[config.mk]
export PLATFORM = sky130hd
export DESIGN_NAME = button_debouncer
export DESIGN_NICKNAME = d
export VERILOG_FILES = /design/src/rtl/button_debouncer.sv
export SDC_FILE = /design/constraint.sdc
export NUM_CORES = 1
export LEC_CHECK = 0
export CORE_MARGIN = 8
export CORE_UTILIZATION = 46
export DETAILED_ROUTE_END_ITERATION = 7
export PLACE_DENSITY = 0.7
export SYNTH_ARGS = -nofsm -noshare
export SYNTH_HDL_FRONTEND = slang
export SYNTH_SLANG_ARGS = --single-unit
[constraint.sdc]
create_clock -name clk -period 1.3 [get_ports clk]
set_input_delay 0.26 -clock clk [delete_from_list [all_inputs] [get_ports clk]]
set_output_delay 0.26 -clock clk [all_outputs]
set_load 0.02 [all_outputs]
[src/rtl/button_debouncer.sv]
// Debounces a raw asynchronous push-button into a clean synchronous level,
// with one-cycle press/release strobes registered alongside the level.
module button_debouncer #(
    parameter int DEBOUNCE_CYCLES = 1000,
    parameter int CNT_W           = $clog2(DEBOUNCE_CYCLES + 1)
) (
    input  logic clk,
    input  logic reset,
    input  logic btn,
    output logic debounce,
    output logic press_pulse,
    output logic release_pulse
);

    localparam logic [CNT_W-1:0] CNT_LAST = CNT_W'(DEBOUNCE_CYCLES - 1);
    localparam logic [CNT_W-1:0] CNT_ONE  = CNT_W'(1);

    logic             sync1;
    logic             sync2;
    logic [CNT_W-1:0] cnt;

    logic [CNT_W-1:0] cnt_next;
    logic             debounce_next;
    logic             press_next;
    logic             release_next;

    // Any stretch where sync2 agrees with the accepted level restarts the window.
    always_comb begin
        cnt_next      = '0;
        debounce_next = debounce;
        press_next    = 1'b0;
        release_next  = 1'b0;
        if (sync2 != debounce) begin
            if (cnt == CNT_LAST) begin
                debounce_next = sync2;
                press_next    = sync2;
                release_next  = ~sync2;
            end else begin
                cnt_next = cnt + CNT_ONE;
            end
        end
    end

    always_ff @(posedge clk) begin
        if (!reset) begin
            sync1         <= 1'b0;
            sync2         <= 1'b0;
            cnt           <= '0;
            debounce      <= 1'b0;
            press_pulse   <= 1'b0;
            release_pulse <= 1'b0;
        end else begin
            sync1         <= btn;
            sync2         <= sync1;
            cnt           <= cnt_next;
            debounce      <= debounce_next;
            press_pulse   <= press_next;
            release_pulse <= release_next;
        end
    end

endmodule

==> impl_summary.txt, run 1 <==
----------------------------------------------------
[Setup path]
  CP Data Arrival Time ... approximately 1.4 ns
  Type of destination of the critical path ... register
  R2r setup slk ... around 0.033 ns
  Delay of the slowest cell on the worst path ... 0.36 ns
  Worst R2R Path Depth ... 5
  Total number of cells along the worst setup path ... 5
  Critical Setup Path Class ... reg2reg
  Top Family by Delay on Critical Path ... flip-flops
  Top fanout value on the critical path ... 6
  Bufs and invs on worst path ... 0
  Type of origin of the critical path ... register
  CP cell instances ... ha_4 > nand4b_1 > nor2_4 > a21oi_2 > o221a_2
  Slowest-stage cell, CP ... sky130_fd_sc_hd__dfxtp_2
  Endpoint required time on the critical path ... approximately 1.5 ns

[Floorplan]
  Area of the die ... approximately 2700 µm²
  Chip Height ... approximately 52 µm
  Width of the chip ... approximately 52 µm
  Initial standard-cell utilization of the core ... between 40 and 50%
  Boundary Pins ... 6
  Row cnt ... 13
  Floorplan core area ... approximately 1300 µm²

[Route]
  Iteration count of the initial detailed-routing pass ... 4
  Remaining DRCs ... 0
  Via count ... approximately 470
  Per-cell via count in the routed design ... 5.03
  Routed wire length ... roughly 1100 µm
  Routed wire per std cell ... between 10 and 15 µm
  Count of antenna-violating nets left after detailed routing ... 0
  First DRT Iteration DRCs ... 10

[CTS]
  Number of buffers added to fix hold violations after cts ... 0
  Number of clock sinks ... 15
  TritonCTS clock tree ... built
  Clock buffers created by TritonCTS ... 3
  CTS root buffer ... sky130_fd_sc_hd__clkbuf_4
  Maximum number of buffers from clock root to sink ... 2
  H-tree level count ... 1
  Post-CTS clock slew at the launch and capture registers of the worst setup and hold paths ... ~0.080 ns
  Clock latency of the later-clocked register in the worst-skew pair ... between 0.2 and 0.3 ns

[Logic synthesis]
  Count of cell types in the netlist ... 26
  EDFF count, synth ... 0
  Number of synthesized register bits ... 15
  Warning count from the yosys run ... 0
  Proportion of synthesized chip area in sequential cells ... around half
  Async set or reset register ratio after synthesis ... 0%
  Syn Nets ... 68
  Ys flop type ... sky130_fd_sc_hd__dfxtp_1
  Synthesized cell area ... a little over 600 µm²
  Synthesized area divided by synthesized cell count ... between 9 and 10 µm²
  Synthesized instance count ... 64

[STA]
  Relative slew margins ... a little over four fifths
  Clock period minus worst slack ... between 1 and 1.5 ns
  Setup TNS ... 0 ns
  Final worst-path setup slack ... 0.0329 ns
  Final Max Tran Viols ... 0
  Worst Tran Pin Value ... about 0.23 ns
  Period utilisation layout ... between 90% and 100%
  Maximum clock frequency ... 0.789 GHz
  Final setup violation count ... 0
  Unrepaired setup endpoints after global routing ... true
  Worst-case clock skew ... 0.000657 ns
  Final-report hold violation count ... 0

[Power and ir drop]
  Cell leakage power ... a little under 0.3 nW
  Post-route total power ... ~0.74 mW
  IR drop worst, VDD ... approximately 0.0007 V
  Power density over the cells ... 954 nW/µm²

[Job]
  Reported max-cap violation count ... 0

[Global route]
  Number of global-route vias before repair ... approximately 440
  Global-route total usage across every layer ... 9.21%
  First-pass GRT wire length ... ~1900 µm
  Number of antenna violations at the first check in global routing ... 0
  Congestion Overflow GR ... 0
  Maximum number of pins on one net before global-route repair ... 9

[Placement]
  HPWL reported at the end of detailed placement ... about 780 µm
  Setup WS pre-CTS ... -0.00953 ns
  Count of buffers from port buffering ... 5
  Final Wtd Congestion ... around 0.74

[Cells and area]
  Antenna diode instance count ... 0
  Utilization after layout ... between 60% and 70%
  Growth of design area from synthesis to finish ... 27.0%
  Sequential cell area ... between 300 and 400 µm²
  Fill count ... 116
  Layout cell share with drive strength beyond 1 ... between 20% and 30%
  Area taken by multi-input logic gates ... approximately 320 µm²
  Final layout net count ... 84

[Min path]
  Min-Delay Path Class ... reg2reg
  Worst hold path cell count ... 1

[Run status]
  Outcome ... finished clean

----------------------------------------------------
==> metal layers <==
| layer | vias up | track usage, % | wire length (µm) |
|---|---|---|---|
| met5 | - | 0 | 0 |
| met4 | 0 | 5.17 | 13 |
| met2 | 8 | 13.8 | 494 |
| met3 | 2 | 3.41 | 45 |
| met1 | 210 | 11.0 | 506 |
| li1 | 253 | - | - |
==> repair_timing <==
item	4_1_cts	5_1_grt
resized for setup	7	3
pin swaps	2	6
endpoints found under the setup margin	4	11
setup buffers	2	1
==> registers in the layout, indices dropped and copies added (netlist names) <==
| register | cells |
|---|---|
| cnt | 10 |
| press_pulse | 1 |
| release_pulse | 1 |
| debounce | 1 |
| sync1 | 1 |
| sync2 | 1 |
==> worst register-to-register path: stages, from the launching register on <==
cell and delay (ns):
sky130_fd_sc_hd__dfxtp_2 0.36, sky130_fd_sc_hd__ha_4 0.14, sky130_fd_sc_hd__nand4b_1 0.17, sky130_fd_sc_hd__nor2_4 0.18
sky130_fd_sc_hd__a21oi_2 0.07, sky130_fd_sc_hd__o221a_2 0.24
==> worst paths after layout <==
check                end  startpoint
setup / recovery  cnt[7]      cnt[1]
hold / removal     sync2       sync1
setup reg to reg  cnt[7]      cnt[1]
hold reg to reg    sync2       sync1
==> synth_stat cells (all sizes together), types with 2 or more instances <==
master,number,area [µm²]
dfxtp,15,300
nor2,10,42.5
a21o,2,15.0
nor2b,2,12.5
xor2,2,17.5
nand3,4,20.0
and3,3,18.8
o211ai,2,15.0
nand2,2,7.51
nor3b,2,15.0
xnor2,3,26.3
o21a,2,15.0
inv,2,7.51
and2,2,12.5
==> logic make-up (layout without fill, tap and decap cells) <==
kind of cell    after synthesis  in the layout  share of synthesized area [%]
simple gates                 29             29                           26.1
buf+inv                       3             18                           2.06
flops                        15             15                           49.4
fa+ha+maj                     1              1                           2.06
compound gates               11             11                           13.2
xor+xnor                      5              5                           7.20
==> area by class of cell <==
| type | instances | area share (%) |
|---|---|---|
| Inverter | 2 | 0.972 |
| Sequential cell | 15 | 39.4 |
| Multi-Input combinational cell | 46 | 41.0 |
| Clock buffer | 4 | 3.40 |
| Tap cell | 15 | 2.43 |
| Timing Repair Buffer | 12 | 12.8 |
==> stage by stage <==
stage / hold WS [ns] / instances / cell area [µm²]
2_1_floorplan: 0.378 / 64 / 608
3_3_place_gp: 0.417 / 88 / 709
3_5_place_dp: 0.423 / 88 / 709
4_1_cts: 0.443 / 94 / 762
5_1_grt: 0.475 / 94 / 772
6_report: 0.440 / 94 / 772
==> where the power goes <==
group | leakage [nW] | internal [mW] | total [mW] | switching, mW
registers | 0.123 | 0.463 | 0.465 | 0.00248
logic | 0.159 | 0.0136 | 0.0213 | 0.00775
clock network | 0.0150 | 0.119 | 0.250 | 0.131
total | 0.297 | 0.595 | 0.737 | 0.142
==> layout by cell type, fill, tap and decap left out, types with 2 or more instances in the layout <==
cell type,netlist,routed
sky130_fd_sc_hd__inv_1,2,2
sky130_fd_sc_hd__buf_4,0,7
sky130_fd_sc_hd__a21o_1,2,2
sky130_fd_sc_hd__nor2b_1,2,2
sky130_fd_sc_hd__dfxtp_2,0,3
sky130_fd_sc_hd__o21a_1,2,2
sky130_fd_sc_hd__and3_1,3,3
sky130_fd_sc_hd__o211ai_1,2,2
sky130_fd_sc_hd__xnor2_1,3,3
sky130_fd_sc_hd__nand3_1,4,4
sky130_fd_sc_hd__clkdlybuf4s50_1,0,2
sky130_fd_sc_hd__nor3b_1,2,2
sky130_fd_sc_hd__dlygate4sd2_1,0,3
sky130_fd_sc_hd__xor2_1,2,2
sky130_fd_sc_hd__nor2_1,8,8
sky130_fd_sc_hd__nand2_1,2,2
sky130_fd_sc_hd__and2_1,2,2
sky130_fd_sc_hd__dfxtp_1,15,12
sky130_fd_sc_hd__clkbuf_4,0,3
No activity file was read; power rests on OpenSTA's default activity.
==> run 2: changes to the inputs <==
- GPL_TIMING_DRIVEN: unset -> 0
==> run 2 against run 1 <==
  * Final area fell by 0.16%
  * Routed wire length rose by 1.7%
  * Clock skew rose by 0.0027 ns
  * Via count fell by 0.42%
  * Largest power group unchanged
==> impl_summary.txt, run 2 (synthesized netlist as in run 1, its figures left out) <==
----------------------------------------------------
[Power and ir drop]
  Cell leakage power ... about 0.29 nW
  Post-route total power ... approximately 0.74 mW
  Combinational share of power ... 2.5%
  Clk pwr share ... 34.8%
  IR drop worst, VDD ... 0.000528 V
  Internal cell power ... slightly below 0.6 mW
  Fraction of power consumed by sequential logic ... around 63%
  Switching portion of total power ... roughly 20%
  Power density over the cells ... approximately 960 nW/µm²
  NetSw ... around 0.15 mW

[Min path]
  Min-Delay Path Class ... reg2reg

[Placement]
  HPWL reported at the end of detailed placement ... ~740 µm
  Setup WS pre-CTS ... -0.113 ns
  Total cell area at the placement stage ... roughly 680 µm²
  Count of buffers from port buffering ... 5
  Inst Count DP ... 84
  Final Wtd Congestion ... 0.673

[Setup path]
  Top Family by Delay on Critical Path ... simple AND/OR/NAND/NOR gates
  Type of origin of the critical path ... register
  CP cell instances ... ha_4 > nand4b_1 > nor2_4 > a21oi_2 > o221a_2
  Critical Setup Path Class ... reg2reg
  Slowest-stage cell, CP ... sky130_fd_sc_hd__dfxtp_2
  Top fanout value on the critical path ... 6
  Bufs and invs on worst path ... 0
  Endpoint required time on the critical path ... approximately 1.5 ns
  Delay of the slowest cell on the worst path ... 0.36 ns
  Type of destination of the critical path ... register
  R2r setup slk ... between 0.015 and 0.02 ns
  CP Data Arrival Time ... 1.46 ns

[Global route]
  Maximum number of pins on one net before global-route repair ... 9
  Number of global-route vias before repair ... roughly 440
  Fraction of met1 tracks used by global routing ... roughly a tenth
  Global-route total usage across every layer ... 8.67%
  Global-route track usage on met3 ... under 10%
  Congestion Overflow GR ... 0
  Global route hottest layer ... met2
  Number of antenna violations at the first check in global routing ... 0
  Met2 usage in global routing ... a little over an eighth
  First-pass GRT wire length ... roughly 1800 µm

[Cells and area]
  Growth of design area from synthesis to finish ... 26.7%
  Final Instance Count excl. Fillers ... between 90 and 100
  Commonest non-fill, non-tap cells in the layout ... sky130_fd_sc_hd__dfxtp_1 (12), sky130_fd_sc_hd__nor2_1 (8), sky130_fd_sc_hd__buf_4 (4)
  Final layout net count ... 82
  Utilization after layout ... between 60% and 70%
  Layout cell share with drive strength beyond 1 ... about 26%
  Summed area of non-filler cells in the final layout ... ~770 µm²
  Antenna diode instance count ... 0
  Reg with most FFs ... cnt
  Most common library cell in the layout ignoring fill and taps ... sky130_fd_sc_hd__dfxtp_1
  Number of flip-flops in the largest register ... 10

[STA]
  Relative slew margins ... around 78%
  Final Max Tran Viols ... 0
  Final setup violation count ... 0
  Setup TNS ... 0 ns
  Unrepaired setup endpoints after global routing ... true
  Final-report hold violation count ... 0
  Final Hold Slack ... around 0.44 ns
  Worst Tran Pin Value ... 0.332 ns
  Final worst-path setup slack ... roughly 0.015 ns
  Period utilisation layout ... a little over nine tenths
  Clock period minus worst slack ... roughly 1.3 ns
  Worst-case clock skew ... about 0.0034 ns
  Maximum clock frequency ... between 0.7 and 0.8 GHz

[Run status]
  Outcome ... finished clean

[CTS]
  Clock latency of the later-clocked register in the worst-skew pair ... roughly 0.28 ns
  CTS root buffer ... sky130_fd_sc_hd__clkbuf_4
  TritonCTS clock tree ... built
  H-tree level count ... 1
  Maximum number of buffers from clock root to sink ... 2
  Number of clock sinks ... 15
  Clock buffers created by TritonCTS ... 3
  Post-CTS clock slew at the launch and capture registers of the worst setup and hold paths ... 0.08 ns

[Floorplan]
  Row cnt ... 13
  Width of the chip ... roughly 52 µm
  Floorplan core area ... 1270 µm²
  Area of the die ... 2740 µm²
  Chip Height ... about 52 µm
  Initial standard-cell utilization of the core ... between 40% and 50%
  Boundary Pins ... 6

[Route]
  Routed wire length ... between 1000 and 1500 µm
  Remaining DRCs ... 0
  Iteration count of the initial detailed-routing pass ... 1
  Via count ... 471
  Per-cell via count in the routed design ... a little over 5
  Routed wire per std cell ... about 12 µm
  First DRT Iteration DRCs ... 0
  Count of antenna-violating nets left after detailed routing ... 0

[Job]
  Reported max-cap violation count ... 0

----------------------------------------------------
[run 2: final timing paths]
path / startpoint / endpoint / depth (start not counted)
max: cnt[1] / cnt[7] / 5
min reg2reg: sync1 / sync2 / 1
min: sync1 / sync2 / 1
max reg2reg: cnt[1] / cnt[7] / 5
[run 2: area by class of cell]
type / count / area (µm²)
Tap cell: 15 / 18.8
Clock buffer: 4 / 26.3
Sequential cell: 15 / 304
Inverter: 2 / 7.51
Timing Repair Buffer: 9 / 72.6
Fill cell: 114 / 498
Buffer: 1 / 5.00
Multi-Input combinational cell: 46 / 337
[run 2: layer usage]
| metal | vias up | wire length [µm] |
|---|---|---|
| li1 | 250 | - |
| met4 | 0 | 17 |
| met5 | - | 0 |
| met1 | 214 | 520 |
| met3 | 2 | 37 |
| met2 | 5 | 503 |
[run 2: power by group through the flow]
stage,Sequential [mW],Combinational (mW),Clock [mW]
6_report,0.466,0.0182,0.258
5_1_grt,0.466,0.0200,0.285
4_1_cts,0.465,0.0179,0.261
3_5_place_dp,0.476,0.0161,0
3_3_place_gp,0.476,0.0160,0
2_1_floorplan,0.475,0.00721,0
[run 2: what timing repair did]
action | 4_1_cts | 5_1_grt
resized for setup | 8 | 8
setup buffers | 3 | 1
hold endpoints to repair | 0 | 0
pin swaps | 3 | 8
hold buffers | 0 | 0
endpoints found under the setup margin | 14 | 12
==> run 3: changes to the inputs <==
- ABC_AREA: unset -> 1
- CORE_UTILIZATION: 46 -> 48
- PLACE_DENSITY: 0.7 -> 0.72
==> run 3 against run 2 <==
  * Clock skew decreased by 0.0019 ns
  * Utilization down 0.24 points
  * Count of clock-buffer cells in the layout unchanged
  * First-iteration DRC count rose by 17
  * Routed wire length grew 7.9%
  * Synthesized area increased by 15%
  * Critical path type is now reg2out
==> impl_summary.txt, run 3 <==
----------------------------------------------------
[Run status]
  Outcome ... finished clean

[Power and ir drop]
  NetSw ... 0.159 mW
  Fraction of power consumed by sequential logic ... between 60% and 70%
  Post-route total power ... between 0.7 and 0.8 mW
  Clk pwr share ... 35.4%
  Internal cell power ... between 0.5 and 0.6 mW
  Cell leakage power ... 0.277 nW
  Combinational share of power ... between 2 and 3%
  IR drop worst, VDD ... roughly 0.00070 V
  Switching portion of total power ... roughly a fifth
  Power density over the cells ... 929 nW/µm²

[CTS]
  CTS root buffer ... sky130_fd_sc_hd__clkbuf_4
  TritonCTS clock tree ... built
  Number of clock sinks ... 15
  Clock buffers created by TritonCTS ... 3
  Setup Fix Bufs, Post-CTS ... 0
  H-tree level count ... 1
  Clock latency of the later-clocked register in the worst-skew pair ... 0.29 ns
  Post-CTS clock slew at the launch and capture registers of the worst setup and hold paths ... 0.08 ns
  Maximum number of buffers from clock root to sink ... 2

[Cells and area]
  Commonest non-fill, non-tap cells in the layout ... sky130_fd_sc_hd__nand2_1 (22), sky130_fd_sc_hd__dfxtp_1 (14), sky130_fd_sc_hd__inv_1 (13), sky130_fd_sc_hd__nor2_2 (10), sky130_fd_sc_hd__nor2_1 (7)
  Final Instance Count excl. Fillers ... 113
  Final layout net count ... roughly 100
  Layout cell share with drive strength beyond 1 ... a little under a quarter
  Utilization after layout ... 60.5%
  Antenna diode instance count ... 0
  Growth of design area from synthesis to finish ... 15.4%
  Reg with most FFs ... cnt
  Number of flip-flops in the largest register ... 10
  Most common library cell in the layout ignoring fill and taps ... sky130_fd_sc_hd__nand2_1
  Summed area of non-filler cells in the final layout ... around 800 µm²

[Setup path]
  Total number of cells along the worst setup path ... 1
  Worst R2R Path Depth ... 6
  Slowest-stage cell, CP ... sky130_fd_sc_hd__dfxtp_1
  CP cell instances ... clkdlybuf4s15_1
  Type of destination of the critical path ... primary output
  Bufs and invs on worst path ... 1
  End point of the critical path ... debounce
  Top Family by Delay on Critical Path ... flip-flops
  Endpoint required time on the critical path ... around 1.0 ns
  R2R Path End ... cnt[5]
  Critical Path Start ... debounce
  Launch point of the worst reg-to-reg path ... cnt[1]
  CP Data Arrival Time ... 1.00 ns
  Critical Setup Path Class ... reg2out
  R2r setup slk ... roughly 0.090 ns
  Type of origin of the critical path ... register
  Top fanout value on the critical path ... 4
  Delay of the slowest cell on the worst path ... ~0.38 ns

[Logic synthesis]
  Synthesized instance count ... approximately 90
  Async set or reset register ratio after synthesis ... 0%
  Proportion of synthesized chip area in sequential cells ... 42.9%
  Synthesized cell area ... 699 µm²
  EDFF count, synth ... 0
  Number of synthesized register bits ... 15
  Synth cell count leaders ... sky130_fd_sc_hd__nand2_1 (22), sky130_fd_sc_hd__dfxtp_1 (15), sky130_fd_sc_hd__inv_1 (13)
  Area leader, netlist ... sky130_fd_sc_hd__dfxtp_1
  Synthesized area divided by synthesized cell count ... 7.86 µm²
  Ys flop type ... sky130_fd_sc_hd__dfxtp_1
  Top cells by area in the synthesized netlist ... sky130_fd_sc_hd__dfxtp_1 (43%), sky130_fd_sc_hd__nand2_1 (12%), sky130_fd_sc_hd__nor2_2 (8.9%), sky130_fd_sc_hd__inv_1 (7.0%), sky130_fd_sc_hd__nor2_1 (3.8%)
  Most used standard cell by instance count after synthesis ... sky130_fd_sc_hd__nand2_1
  Warning count from the yosys run ... 0
  Top cell type's share of synthesized area ... between 40% and 50%
  Syn Nets ... 93
  Count of cell types in the netlist ... 17

[Floorplan]
  Row cnt ... 13
  Floorplan core area ... ~1300 µm²
  Chip Height ... about 54 µm
  Area of the die ... just under 3000 µm²
  Boundary Pins ... 6
  Width of the chip ... ~54 µm
  Initial standard-cell utilization of the core ... a little over half

[Global route]
  Congestion Overflow GR ... 0
  Number of antenna violations at the first check in global routing ... 0
  Number of global-route vias before repair ... approximately 500
  Global-route total usage across every layer ... under 10%
  First-pass GRT wire length ... 2080 µm
  Maximum number of pins on one net before global-route repair ... 10

[Job]
  Reported max-cap violation count ... 0

[Placement]
  HPWL reported at the end of detailed placement ... 870 µm
  Setup WS pre-CTS ... -0.131 ns
  Final Wtd Congestion ... 0.752
  Total cell area at the placement stage ... ~770 µm²
  Inst Count DP ... ~110
  Count of buffers from port buffering ... 5

[STA]
  Final-report hold violation count ... 0
  Final Hold Slack ... roughly 0.42 ns
  Maximum clock frequency ... between 0.7 and 0.8 GHz
  Final setup violation count ... 0
  Worst Tran Pin Value ... roughly 0.29 ns
  Relative slew margins ... around four fifths
  Final worst-path setup slack ... approximately 0.042 ns
  Period utilisation layout ... roughly 97%
  Worst-case clock skew ... 0.00149 ns
  Setup TNS ... 0 ns
  Clock period minus worst slack ... 1.26 ns
  Final Max Tran Viols ... 0

[Route]
  First DRT Iteration DRCs ... 17
  Routed wire per std cell ... a little over 10 µm
  Via count ... about 560
  Count of antenna-violating nets left after detailed routing ... 0
  Iteration count of the initial detailed-routing pass ... 4
  Per-cell via count in the routed design ... 4.93
  Remaining DRCs ... 0
  Routed wire length ... about 1200 µm

[Min path]
  Min-Delay Path Class ... reg2reg

----------------------------------------------------
-- run 3: cell types whose count changed after synthesis, moves of 3 or more --
cell                      delta
sky130_fd_sc_hd__and3_1      -3
sky130_fd_sc_hd__a21oi_2     +3
sky130_fd_sc_hd__inv_1      +11
sky130_fd_sc_hd__nor2_2      +8
sky130_fd_sc_hd__nand2_1    +20
-- run 3: layout make-up --
type                       instances  area [µm²]
fill                             127         527
timing repair buffer               5        47.5
tap                               15        18.8
sequential                        15         304
inverter                          13        48.8
clock buffer                       4        26.3
multi-input combinational         61         362
-- run 3: repair_timing --
item / 4_1_cts / 5_1_grt
setup endpoints to repair: 11 / 12
resized for setup: 4 / 4
pin swaps: 0 / 0
hold buffers: 0 / 0
-- run 3: worst min-delay path by stage --
| stage | start | endpoint | slack, ns | cells after the start |
|---|---|---|---|---|
| final | sync1 | sync2 | 0.42 | 2 |
| after floorplan | reset | sync1 | 0.35 | 2 |
| after global placement | sync1 | sync2 | 0.39 | 2 |
| after detailed placement | sync1 | sync2 | 0.40 | 2 |
| after CTS | sync1 | sync2 | 0.42 | 2 |
| after global routing | sync1 | sync2 | 0.45 | 2 |
-- run 3: kinds of logic after synthesis --
family | after synthesis | synth area share [%]
AOI/OAI and AO/OA | 5 | 5.37
adders and majority gates | 1 | 1.79
xor gates and xnor gates | 3 | 3.76
DFF | 15 | 42.9
buffers and inverters | 13 | 6.98
and+or+nand+nor | 52 | 39.2
-- run 3: routing by layer --
metal	global-route usage, %	up-vias	routed length (µm)
met5	0	-	0
met4	7.38	0	37
met3	3.31	5	60
met2	13.5	10	530
met1	11.8	249	534
li1	-	293	-
-- run 3: power by group through the flow --
stage / registers [mW] / clock network, mW / logic [mW]
after global placement: 0.476 / 0 / 0.0190
after global routing: 0.465 / 0.299 / 0.0228
after floorplan: 0.476 / 0 / 0.0104
after detailed placement: 0.476 / 0 / 0.0193
after CTS: 0.465 / 0.280 / 0.0207
final: 0.464 / 0.265 / 0.0203
==> variant 1: new RTL, config.mk and constraints of run 2 <==
The output `press_pulse` loses its register stage (`press_pulse` becomes a continuous assignment).
--- a/src/rtl/button_debouncer.sv
+++ b/src/rtl/button_debouncer.sv
@@ -47,17 +47,17 @@
             sync2         <= 1'b0;
             cnt           <= '0;
             debounce      <= 1'b0;
-            press_pulse   <= 1'b0;
             release_pulse <= 1'b0;
         end else begin
             sync1         <= btn;
             sync2         <= sync1;
             cnt           <= cnt_next;
             debounce      <= debounce_next;
-            press_pulse   <= press_next;
             release_pulse <= release_next;
         end
     end
 
+    assign press_pulse = press_next;
+
 endmodule
 
Formal check against the unedited RTL: same outputs for any inputs over 10 cycles, from zero or initial values and one cycle with reset low; that may be too few to reach the edited logic, so the function may still have changed.
==> variant 1 against run 2 <==
- the run now ends with setup timing left
- power is 3.4% higher
- largest cell class unchanged
- maximum frequency is 23% lower
- wire length is 17% higher
- combinational power is 11% lower
- design area is 3.1% higher
- worst setup slack worse by 380 ps
- area after synthesis is 5.3% lower
- sequential cell count is 1 lower
==> variant 1: results (changes against run 2) <==
clocking:
  clock_sinks: 14  # -1
setup_path:
  crit_fanout: 2  # -4
  startpoint: "cnt[5]$_SDFF_PP0_"
  slowest_delay_ps: 340  # -20 ps
  r2r_start: "cnt[0]$_SDFF_PP0_"
sta:
  finalSetupViolCount: 1  # +1
  setup_slack_ps: -368  # -383 ps
drt:
  wl_met2_um: 623  # +24%
  routed_wirelength_mm: 1.26  # +17%
power_and_ir_drop:
  switchingPower_mw: 0.156  # +4.8%
  p_leak_nw: 0.306  # +7.1%
final_layout:
  n_all_buffers: 13  # +3
  area_growth_pct: 38.0
  seq_area_um2: 295  # -2.9%
  layout.nonclk_buf_share_pct: 14.0  # +4.0 points
  nNonClkInverters: 1  # -1
  multi_input_area_share_pct: 41.6  # -2.1 points
placement:
  gp_congestion: 0.750  # +12%
yosys:
  syn_nets: 66  # -2.9%
  synth_cell_types: 24  # -7.7%
  ys_top_cells_by_count: "14 x dfxtp_1, 7 x nand2_1, 7 x nor2_1"
outcome:
  violations: "setup timing"
  outcome: "finished with violations"
global_routing:
  grt_pass1_vias: 497  # +14%
die:
  core_um2: 1140  # -10%
-- variant 1: path summary, 6_finish.rpt --
kind,to,slack [ps],cells after the start
min reg2reg,sync2$_SDFF_PN0_,440,1
min,sync2$_SDFF_PN0_,440,1
max reg2reg,cnt[8]$_SDFF_PP0_,20,5
max,press_pulse,-370,4
-- variant 1: routing by layer --
layer	up-vias	global-route usage, %
li1	252	-
met1	250	10.4
met2	19	17.0
met3	9	5.20
met4	0	3.98
met5	-	0
-- variant 1: cells by family after synthesis --
family                   Yosys count  synth area share, %
adder cells (fa/ha/maj)            1                 2.17
XOR/XNOR                           6                 9.13
AO/OA/AOI/OAI                      7                 9.57
AND/OR/NAND/NOR                   33                 29.8
buffers and inverters              1                0.652
flip-flops                        14                 48.7
-- variant 1: repair_timing --
item | CTS | global route
hold buffers | 0 | 0
gates resized for setup | 19 | 2
buffers inserted | 7 | 1
pin swaps | 6 | 2
setup endpoints to repair | 4 | 6
==> variant 2: new RTL, settings of run 2 <==
Without the edit above. `DEBOUNCE_CYCLES`: 1000 -> 500.
--- a/src/rtl/button_debouncer.sv
+++ b/src/rtl/button_debouncer.sv
@@ -1,7 +1,7 @@
 // Debounces a raw asynchronous push-button into a clean synchronous level,
 // with one-cycle press/release strobes registered alongside the level.
 module button_debouncer #(
-    parameter int DEBOUNCE_CYCLES = 1000,
+    parameter int DEBOUNCE_CYCLES = 500,
     parameter int CNT_W           = $clog2(DEBOUNCE_CYCLES + 1)
 ) (
     input  logic clk,
Function: no difference found for any inputs over 10 cycles, from zero or initial values and one cycle with reset low; that may be too few to reach the edited logic, so the function may still have changed.
==> variant 2 against run 2 <==
- register-to-register slack improved by 50 ps
- clock skew rose by 3.0 ps
- critical path depth fell by 4
- worst setup slack improved by 29 ps
- area after synthesis fell by 0.62%
- die area fell by 0.44%
- design area fell by 5.5%
- maximum frequency rose by 2.3%
- power fell by 5.7%
- wire length fell by 1.9%
- synthesized cell count fell by 6.3%
- sequential cell count fell by 1
- highest routed layer unchanged
==> variant 2: results (changes against run 2) <==
outcome:
  outcome: "finished clean"
final_layout:
  finalNetCount: 75  # -8.5%
  n_all_buffers: 6  # -4
  multi_input_gates: 43  # -6.5%
  clkCellAreaFrac_pct: 3.09  # -0.32 points
  area_growth_pct: 20.5
  fill_cells: 122  # +7.0%
  multi_input_area_share_pct: 46.4  # +2.7 points
  drive_gt1_share_pct: 17.6  # -8.3 points
  largest_reg_flops: 9  # -1
  layout.nonclk_buf_share_pct: 8.08  # -2.0 points
drt:
  drtPass1Iterations: 4  # +3
  routed_wirelength_mm: 1.06  # -1.9%
sta:
  slew-limit-headroom_pct: 80.2  # +2.4 points
  fin_skew_ps: 6.37  # +3.00 ps
yosys:
  synth_compound_area_share_pct: 13.0  # -0.13 points
  syn_nets: 65  # -4.4%
  synth_area_leaders: "dfxtp_1 46%, nand3_1 5.0%, ha_1 4.1%"
  seq_area_frac_synth_pct: 46.4  # -3.0 points
setup_path:
  crit_fanout: 5  # -1
  r2r_slack_ps: 70  # +50 ps
  rr_worst_depth: 4  # -1
  r2r_start: "cnt[0]$_SDFF_PP0_"
  cp_top_family: "flip-flops"
  startpoint: "debounce$_SDFFE_PN0P_"
  worstPathArrival_ps: 1000  # -460 ps
  slowest_delay_ps: 390  # +30 ps
global_routing:
  grt_pass1_wl_mm: 1.84  # +1.9%
  grt_pass1_vias: 446  # +2.3%
power_and_ir_drop:
  intPower_mw: 0.550  # -7.3%
  power_frac_clock_pct: 35.1  # +0.3 points
placement:
  gp_congestion: 0.747  # +11%
## variant 2: stage by stage
stage          setup WS (ps)  TNS (ps)  hold slack (ps)  std cells
6_report                44.0         0              438         83
5_1_grt                0.116         0              465         83
4_1_cts                 7.06         0              440         83
3_5_place_dp            -108      -553              421         80
3_3_place_gp           -87.5      -438              415         80
2_1_floorplan           81.4         0              382         60
## variant 2: routing by layer
| layer | GRT usage, % | vias to the layer above | share of wire, % |
|---|---|---|---|
| met3 | 2.56 | 5 | 6.2 |
| met1 | 9.67 | 227 | 45 |
| li1 | - | 235 | - |
| met4 | 7.76 | 0 | 3.8 |
| met5 | 0 | - | 0 |
| met2 | 14.2 | 9 | 45 |
## variant 2: repair_timing
item | 4_1_cts | 5_1_grt
hold buffers | 0 | 0
endpoints found under the setup margin | 9 | 7
resized for setup | 7 | 3
pin swaps | 1 | 1
